### src/rtl/boot_pkg.sv
// ---------------------------------------------------------------------------
// boot_pkg
// Shared definitions for the boot loader: FSM state encoding, default
// program-memory depth and the width of the loaded-word counter.
// No ports (package).
// ---------------------------------------------------------------------------
package boot_pkg;

    typedef enum logic [2:0] {
        LEN_HI  = 3'd0,
        LEN_LO  = 3'd1,
        DATA_HI = 3'd2,
        DATA_LO = 3'd3,
        CHK     = 3'd4,
        RUN     = 3'd5,
        ERR     = 3'd6
    } state_t;

    // Program-memory depth in 16-bit words (power of two, at most 256).
    localparam int BOOT_DEPTH_DEF = 256;

    // Count width must hold DEPTH itself, hence 9 bits for 256 words.
    localparam int CNT_W = 9;

endpackage

### src/rtl/boot_ram.sv
// ---------------------------------------------------------------------------
// boot_ram
// DEPTH x 16 program memory: one synchronous write port, one asynchronous
// read port. Contents are not reset.
// Ports:
//   clk      - system clock (write on rising edge)
//   i_we     - write enable
//   i_waddr  - write word index
//   i_wdata  - write data
//   i_raddr  - read word index
//   o_rdata  - read data (combinational)
// ---------------------------------------------------------------------------
module boot_ram #(
    parameter int DEPTH = 256,
    parameter int AW    = 8
) (
    input  logic          clk,
    input  logic          i_we,
    input  logic [AW-1:0] i_waddr,
    input  logic [15:0]   i_wdata,
    input  logic [AW-1:0] i_raddr,
    output logic [15:0]   o_rdata
);

    logic [15:0] r_mem [DEPTH];

    always_ff @(posedge clk) begin
        if (i_we) begin
            r_mem[i_waddr] <= i_wdata;
        end
    end

    assign o_rdata = r_mem[i_raddr];

endmodule

### src/rtl/boot_loader.sv
// ---------------------------------------------------------------------------
// boot_loader
// Receives a boot image as a byte stream (16-bit big-endian length in words,
// then the words high byte first), stores it in program memory, and releases
// the CPU from reset once the whole image is in. The CPU fetches words
// through a zero-latency read port gated by the number of words loaded.
//
// Build option: define CHECKSUM_EN to append a one-byte XOR checksum over
// all data bytes after the image; a mismatch rejects the image.
//
// Ports:
//   clk          - system clock
//   reset        - synchronous, active-low reset
//   rx_data      - boot-stream byte
//   rx_valid     - rx_data valid
//   rx_ready     - loader can accept a byte
//   address_bus  - CPU fetch address (word index)
//   data_bus     - word returned to the CPU
//   cpu_reset    - active-low reset to the CPU (1 = released)
//   load_done    - image loaded and CPU released
//   load_err     - image rejected
//   words_loaded - number of words written so far
//
// state   | meaning
// --------+---------------------------------------------------------
// LEN_HI  | waiting for length high byte
// LEN_LO  | waiting for length low byte, then range check of N
// DATA_HI | waiting for high byte of next word
// DATA_LO | waiting for low byte; word written on acceptance
// CHK     | waiting for checksum byte (CHECKSUM_EN only)
// RUN     | image accepted, CPU released; stream ignored
// ERR     | image rejected; stream ignored
// ---------------------------------------------------------------------------
module boot_loader
    import boot_pkg::*;
#(
    parameter int DEPTH = BOOT_DEPTH_DEF
) (
    input  logic             clk,
    input  logic             reset,
    input  logic [7:0]       rx_data,
    input  logic             rx_valid,
    output logic             rx_ready,
    input  logic [15:0]      address_bus,
    output logic [15:0]      data_bus,
    output logic             cpu_reset,
    output logic             load_done,
    output logic             load_err,
    output logic [CNT_W-1:0] words_loaded
);

    localparam int          AW      = (DEPTH > 1) ? $clog2(DEPTH) : 1;
    localparam logic [15:0] DEPTH_W = 16'(DEPTH);

    state_t           r_state;
    state_t           w_state_nxt;
    logic [7:0]       r_len_hi;
    logic [CNT_W-1:0] r_len;
    logic [7:0]       r_hi;
    logic [CNT_W-1:0] r_words;
    logic             r_cpu_reset;
    logic             r_load_done;
    logic             r_load_err;
`ifdef CHECKSUM_EN
    logic [7:0]       r_csum;
`endif

    logic             w_rx_ready;
    logic             w_accept;
    logic             w_we;
    logic [15:0]      w_len_full;
    logic [CNT_W-1:0] w_words_inc;
    logic [15:0]      w_rdata;

    assign w_rx_ready  = (r_state != RUN) && (r_state != ERR);
    assign w_accept    = rx_valid && w_rx_ready;
    assign w_len_full  = {r_len_hi, rx_data};
    assign w_words_inc = r_words + CNT_W'(1);

    // ---------------- FSM: next state ----------------
    always_comb begin
        w_state_nxt = r_state;
        w_we        = 1'b0;
        case (r_state)
            LEN_HI: begin
                if (w_accept) w_state_nxt = LEN_LO;
            end
            LEN_LO: begin
                if (w_accept) begin
                    if (w_len_full == 16'd0 || w_len_full > DEPTH_W)
                        w_state_nxt = ERR;
                    else
                        w_state_nxt = DATA_HI;
                end
            end
            DATA_HI: begin
                if (w_accept) w_state_nxt = DATA_LO;
            end
            DATA_LO: begin
                if (w_accept) begin
                    w_we = 1'b1;
                    if (w_words_inc < r_len)
                        w_state_nxt = DATA_HI;
                    else
`ifdef CHECKSUM_EN
                        w_state_nxt = CHK;
`else
                        w_state_nxt = RUN;
`endif
                end
            end
`ifdef CHECKSUM_EN
            CHK: begin
                if (w_accept)
                    w_state_nxt = (rx_data == r_csum) ? RUN : ERR;
            end
`endif
            RUN:     w_state_nxt = RUN;
            ERR:     w_state_nxt = ERR;
            default: w_state_nxt = LEN_HI;
        endcase
    end

    // ---------------- FSM: state register ----------------
    always_ff @(posedge clk) begin
        if (!reset) begin
            r_state <= LEN_HI;
        end else begin
            r_state <= w_state_nxt;
        end
    end

    // ---------------- Datapath and registered status ----------------
    always_ff @(posedge clk) begin
        if (!reset) begin
            r_len_hi    <= 8'h00;
            r_len       <= '0;
            r_hi        <= 8'h00;
            r_words     <= '0;
            r_cpu_reset <= 1'b0;
            r_load_done <= 1'b0;
            r_load_err  <= 1'b0;
`ifdef CHECKSUM_EN
            r_csum      <= 8'h00;
`endif
        end else begin
            // Decoded from the next state so the flags line up with the state.
            r_cpu_reset <= (w_state_nxt == RUN);
            r_load_done <= (w_state_nxt == RUN);
            r_load_err  <= (w_state_nxt == ERR);
            if (w_accept) begin
                case (r_state)
                    LEN_HI:  r_len_hi <= rx_data;
                    // Out-of-range lengths go to ERR, so truncation is safe.
                    LEN_LO:  r_len    <= w_len_full[CNT_W-1:0];
                    DATA_HI: r_hi     <= rx_data;
                    DATA_LO: r_words  <= w_words_inc;
                    default: ;
                endcase
`ifdef CHECKSUM_EN
                if (r_state == DATA_HI || r_state == DATA_LO)
                    r_csum <= r_csum ^ rx_data;
`endif
            end
        end
    end

    boot_ram #(
        .DEPTH (DEPTH),
        .AW    (AW)
    ) u_ram (
        .clk     (clk),
        .i_we    (w_we),
        .i_waddr (r_words[AW-1:0]),
        .i_wdata ({r_hi, rx_data}),
        .i_raddr (address_bus[AW-1:0]),
        .o_rdata (w_rdata)
    );

    // Words at or beyond the load count read as zero, hiding stale contents
    // left over from a previous image.
    assign data_bus     = (address_bus < {{(16-CNT_W){1'b0}}, r_words}) ? w_rdata : 16'h0000;
    assign rx_ready     = w_rx_ready;
    assign cpu_reset    = r_cpu_reset;
    assign load_done    = r_load_done;
    assign load_err     = r_load_err;
    assign words_loaded = r_words;

endmodule

### config.mk
export PLATFORM = sky130hd
export DESIGN_NAME = boot_loader
export DESIGN_NICKNAME = d
export VERILOG_FILES = /design/src/rtl/boot_pkg.sv /design/src/rtl/boot_ram.sv /design/src/rtl/boot_loader.sv
export SDC_FILE = /design/constraint.sdc
export NUM_CORES = 2
export LEC_CHECK = 0
export BUFFER_PORTS_ARGS = -buffer_cell sky130_fd_sc_hd__buf_4
export CORE_UTILIZATION = 50
export DETAILED_ROUTE_END_ITERATION = 12
export PLACE_DENSITY = 0.69
export SLEW_MARGIN = 25
export SYNTH_ARGS = -nofsm -noshare
export SYNTH_HDL_FRONTEND = slang
export SYNTH_HIERARCHICAL = 1
export SYNTH_SLANG_ARGS = --single-unit
### constraint.sdc
create_clock -name clk -period 5.8 [get_ports clk]
set_input_delay 1.45 -clock clk [delete_from_list [all_inputs] [get_ports clk]]
set_output_delay 1.45 -clock clk [all_outputs]
set_load 0.03 [all_outputs]
==> metrics.log <==
INFO  metric critical_path_at = 4440 ps
INFO  metric layout_filler_cell_count = between 20000 and 25000
INFO  metric achievable-frequency = 170 MHz
INFO  metric route.antenna.remaining_nets = 0
INFO  metric clock_insertion_delay_at_the_later_pin_of_the_skew_report = 970 ps
INFO  metric synthDominantCellAreaShare = 76.6%
INFO  metric sequential_element_share_of_the_synthesized_area = 77.1%
INFO  metric drt-total-wl = 445 mm
INFO  metric finalCoreUtilization = about three fifths
INFO  metric syn-cell-area = approximately 0.16 mm²
INFO  metric final_nets = 8793
INFO  metric final.setup_skew = about 46 ps
INFO  metric start_kind = input port
INFO  metric hold_path.class = reg -> reg
INFO  metric ioPinCount = 56
INFO  metric tightestPinTransition = 1170 ps
INFO  metric groute.usage.overall = a little over a quarter
INFO  metric worst_voltage_drop_across_the_vdd_grid = approximately 260 µV
INFO  metric ys_types = 64
INFO  metric synth_seq_cells = between 4000 and 5000
INFO  metric globalRoute.totalOverflow = 0
INFO  metric clk_transition_reported_paths = 60 ps
INFO  metric cts_buffers = 404
INFO  metric yosys.area.top_type = sky130_fd_sc_hd__edfxtp_1
INFO  metric first_pass_iters = 6
INFO  metric first_global_vias = about 84000
INFO  metric syn_nets = about 7700
INFO  metric layout_common_cells = sky130_fd_sc_hd__edfxtp_1 (4096), sky130_fd_sc_hd__buf_4 (900), sky130_fd_sc_hd__mux4_2 (797)
INFO  metric die_height = 569 µm
INFO  metric status = finished, violations left
INFO  metric total_power = 62.5 mW
INFO  metric htreeDepth = 5
INFO  metric slowest_delay = 460 ps
INFO  metric detail_route.drc_violations = 0
INFO  metric layout.cells.most_common = sky130_fd_sc_hd__edfxtp_1
INFO  metric synth-warning-count = 6
INFO  metric p_leak = about 62 nW
INFO  metric tritoncts_clock_tree = yes
INFO  metric antenna_found_initial = 17
INFO  metric worstSetupPathType = in -> out
INFO  metric period_share = 102%
INFO  metric die-area = about 0.32 mm²
INFO  metric hold_viol_final = 0
INFO  metric cp_cell_sequence = buf_16 -> or2_4 -> buf_16 -> buf_8 -> o221ai_4 -> o22ai_1 -> o21ai_1 -> nand4_1 -> nor4_4 -> nand2_1 -> a21oi_2 -> buf_4 -> buf_6
INFO  metric port_buffers = 55
INFO  metric routed_wire_length_per_instance = 33.3 µm
INFO  metric post_synth_edffs = a little over 4000
INFO  metric core-area = around 0.32 mm²
INFO  metric unrepaired_setup_endpoints_after_global_routing = yes
INFO  metric grt_pass1_wl = 625 mm
INFO  metric timing.critical_path.mode_cell = sky130_fd_sc_hd__buf_16
INFO  metric worst_path_fanout_max = 16
INFO  metric floorplan.initialDensity = 50.4%
INFO  metric multi_input_area = about 0.036 mm²
INFO  metric place.detailed.instances = 12524
INFO  metric detailroute.via_count = 85852
INFO  metric core.rowCount = 207
INFO  metric async_flop_share = 0%
INFO  metric fin_area = 0.191 mm²
INFO  metric vias_per_cell = 6.42
INFO  metric violations = setup timing
INFO  metric ys.flop_type = sky130_fd_sc_hd__edfxtp_1
INFO  metric synth_cells = 7640
INFO  metric routabilityCongestion = 0.949
INFO  metric timing.final.setup_violations = 10
INFO  metric timing.final.crit_period = 5890 ps
INFO  metric die_w = around 570 µm
INFO  metric p_per_area = 328 mW/mm²
INFO  metric dpl-instance-area = 0.173 mm²
INFO  metric clock-root-buffer = sky130_fd_sc_hd__clkbuf_16
INFO  metric syn_to_final_growth = 18.7%
INFO  metric drt_first_iter_violations = 12464
INFO  metric grt_start_max_net_pins = 182
INFO  metric worstSetupEndpointType = output port
INFO  metric synth.area.top_cells = sky130_fd_sc_hd__edfxtp_1 (77%), sky130_fd_sc_hd__mux4_2 (11%), sky130_fd_sc_hd__mux2i_1 (3.5%), sky130_fd_sc_hd__o221ai_1 (1.4%), sky130_fd_sc_hd__nor2_1 (0.73%)
INFO  metric cap_violations = 0
INFO  metric finalMaxSlewViolations = 0
INFO  metric post_dp_hpwl = approximately 270 mm
INFO  metric cts.sinks = 4135
INFO  metric avgSynthCellArea = 21.0 µm²
INFO  metric max-clock-path-buffers = 4
INFO  metric final_cells = 13373
INFO  metric timing.slew.headroom = between 20 and 25%
INFO  metric critical_path.slowest_cell = sky130_fd_sc_hd__nor4_4
INFO  metric final_layout_size_suffix_gt1_share = between 30% and 40%
INFO  metric worst_slack = -94.7 ps
INFO  metric place_ws = -1160 ps
INFO  metric layout.area.seq = 0.124 mm²
INFO  metric cp_data_required_time = 4350 ps
==> critical path, delay by kind of cell <==
kind                   cells  cell delay, ps
AND/OR/NAND/NOR            4            1340
buffers and inverters      5             810
AO/OA/AOI/OAI              4             780
==> routing by layer <==
metal  share of wire, %  track usage, %  up-vias  routed length (µm)
met3                 11            5.50      806               48100
met5             0.0065               0        -                  29
met2                 47            42.7     5133              209000
met1                 38            38.0    45366              169000
met4                4.3            10.2        6               19200
li1                   -               -    34541                   -
==> worst paths after layout <==
path	start	end	slack (ps)	cells after the start
max reg2reg	words_loaded[0]$_SDFFE_PN0P_	load_done$_SDFF_PN0_	1770	11
min reg2reg	r_len_hi[1]$_SDFFE_PN0P_	r_len_hi[1]$_SDFFE_PN0P_	460	2
min	r_len_hi[1]$_SDFFE_PN0P_	r_len_hi[1]$_SDFFE_PN0P_	460	2
max	address_bus[1]	data_bus[3]	-90	13
==> Yosys cell counts, drive strengths merged, types with 10 or more instances <==
| library cell | instances |
|---|---|
| edfxtp | 4096 |
| mux4 | 797 |
| mux2i | 565 |
| nor2 | 314 |
| o221ai | 253 |
| clkbuf | 242 |
| buf | 224 |
| a21oi | 213 |
| o22ai | 148 |
| nand2 | 117 |
| nor3 | 96 |
| mux2 | 88 |
| o21ai | 45 |
| a22oi | 43 |
| dfxtp | 39 |
| nand3 | 39 |
| a22o | 32 |
| a221oi | 28 |
| nand4 | 26 |
| inv | 24 |
| o32ai | 21 |
| a211oi | 19 |
| nor4 | 19 |
| ha | 17 |
| o31ai | 16 |
| a21boi | 14 |
| and3 | 13 |
| a31oi | 10 |
| nor2b | 10 |
| xnor2 | 10 |
==> per-stage QoR <==
step | hold WS, ps | setup TNS, ps
after global routing | 478 | -484
after global placement | 437 | -9410
after CTS | 453 | -177
after floorplan | 430 | 0
final | 455 | -468
after detailed placement | 446 | -9060
==> cell type report <==
class | count | area share, %
clock buffer | 479 | 5.53
sequential | 4135 | 64.9
tap | 4284 | 2.81
multi-input combinational | 3015 | 19.0
clock inverter | 264 | 1.39
timing repair buffer | 1169 | 6.27
antenna | 3 | 0.00394
inverter | 24 | 0.0538
==> power breakdown <==
group / total [mW] / switching, mW / internal, mW
clock: 26.2 / 11.2 / 15.0
sequential: 32.7 / 0.0375 / 32.7
combinational: 3.57 / 2.07 / 1.50
==> flip-flops by register name, summed over array words and instances (netlist names) <==
register / flops
u_ram/r_mem: 4096
r_len: 9
words_loaded: 9
r_hi: 8
r_len_hi: 8
r_state: 3
load_done: 1
load_err: 1
==> kinds of logic (layout without fill, tap and decap cells) <==
logic type                 count (synthesis)  in the layout  share of synthesized area, %
xor gates and xnor gates                  12             12                        0.0654
buffers and inverters                    490           1936                          1.76
other                                      0              3                             0
AOI/OAI and AO/OA                        862            862                          3.79
adders and majority gates                 17             17                         0.132
muxes                                   1450           1450                          15.3
and+or+nand+nor                          674            674                          1.88
DFF                                     4135           4135                          77.1
==> repair_timing <==
item                       CTS  global route
gates cloned                25             6
setup endpoints to repair   16            16
hold buffers                 0             0
buffers inserted            57            24
pin swaps                   51            69
gates resized for setup    350           176
No activity file was read; power rests on OpenSTA's default activity.
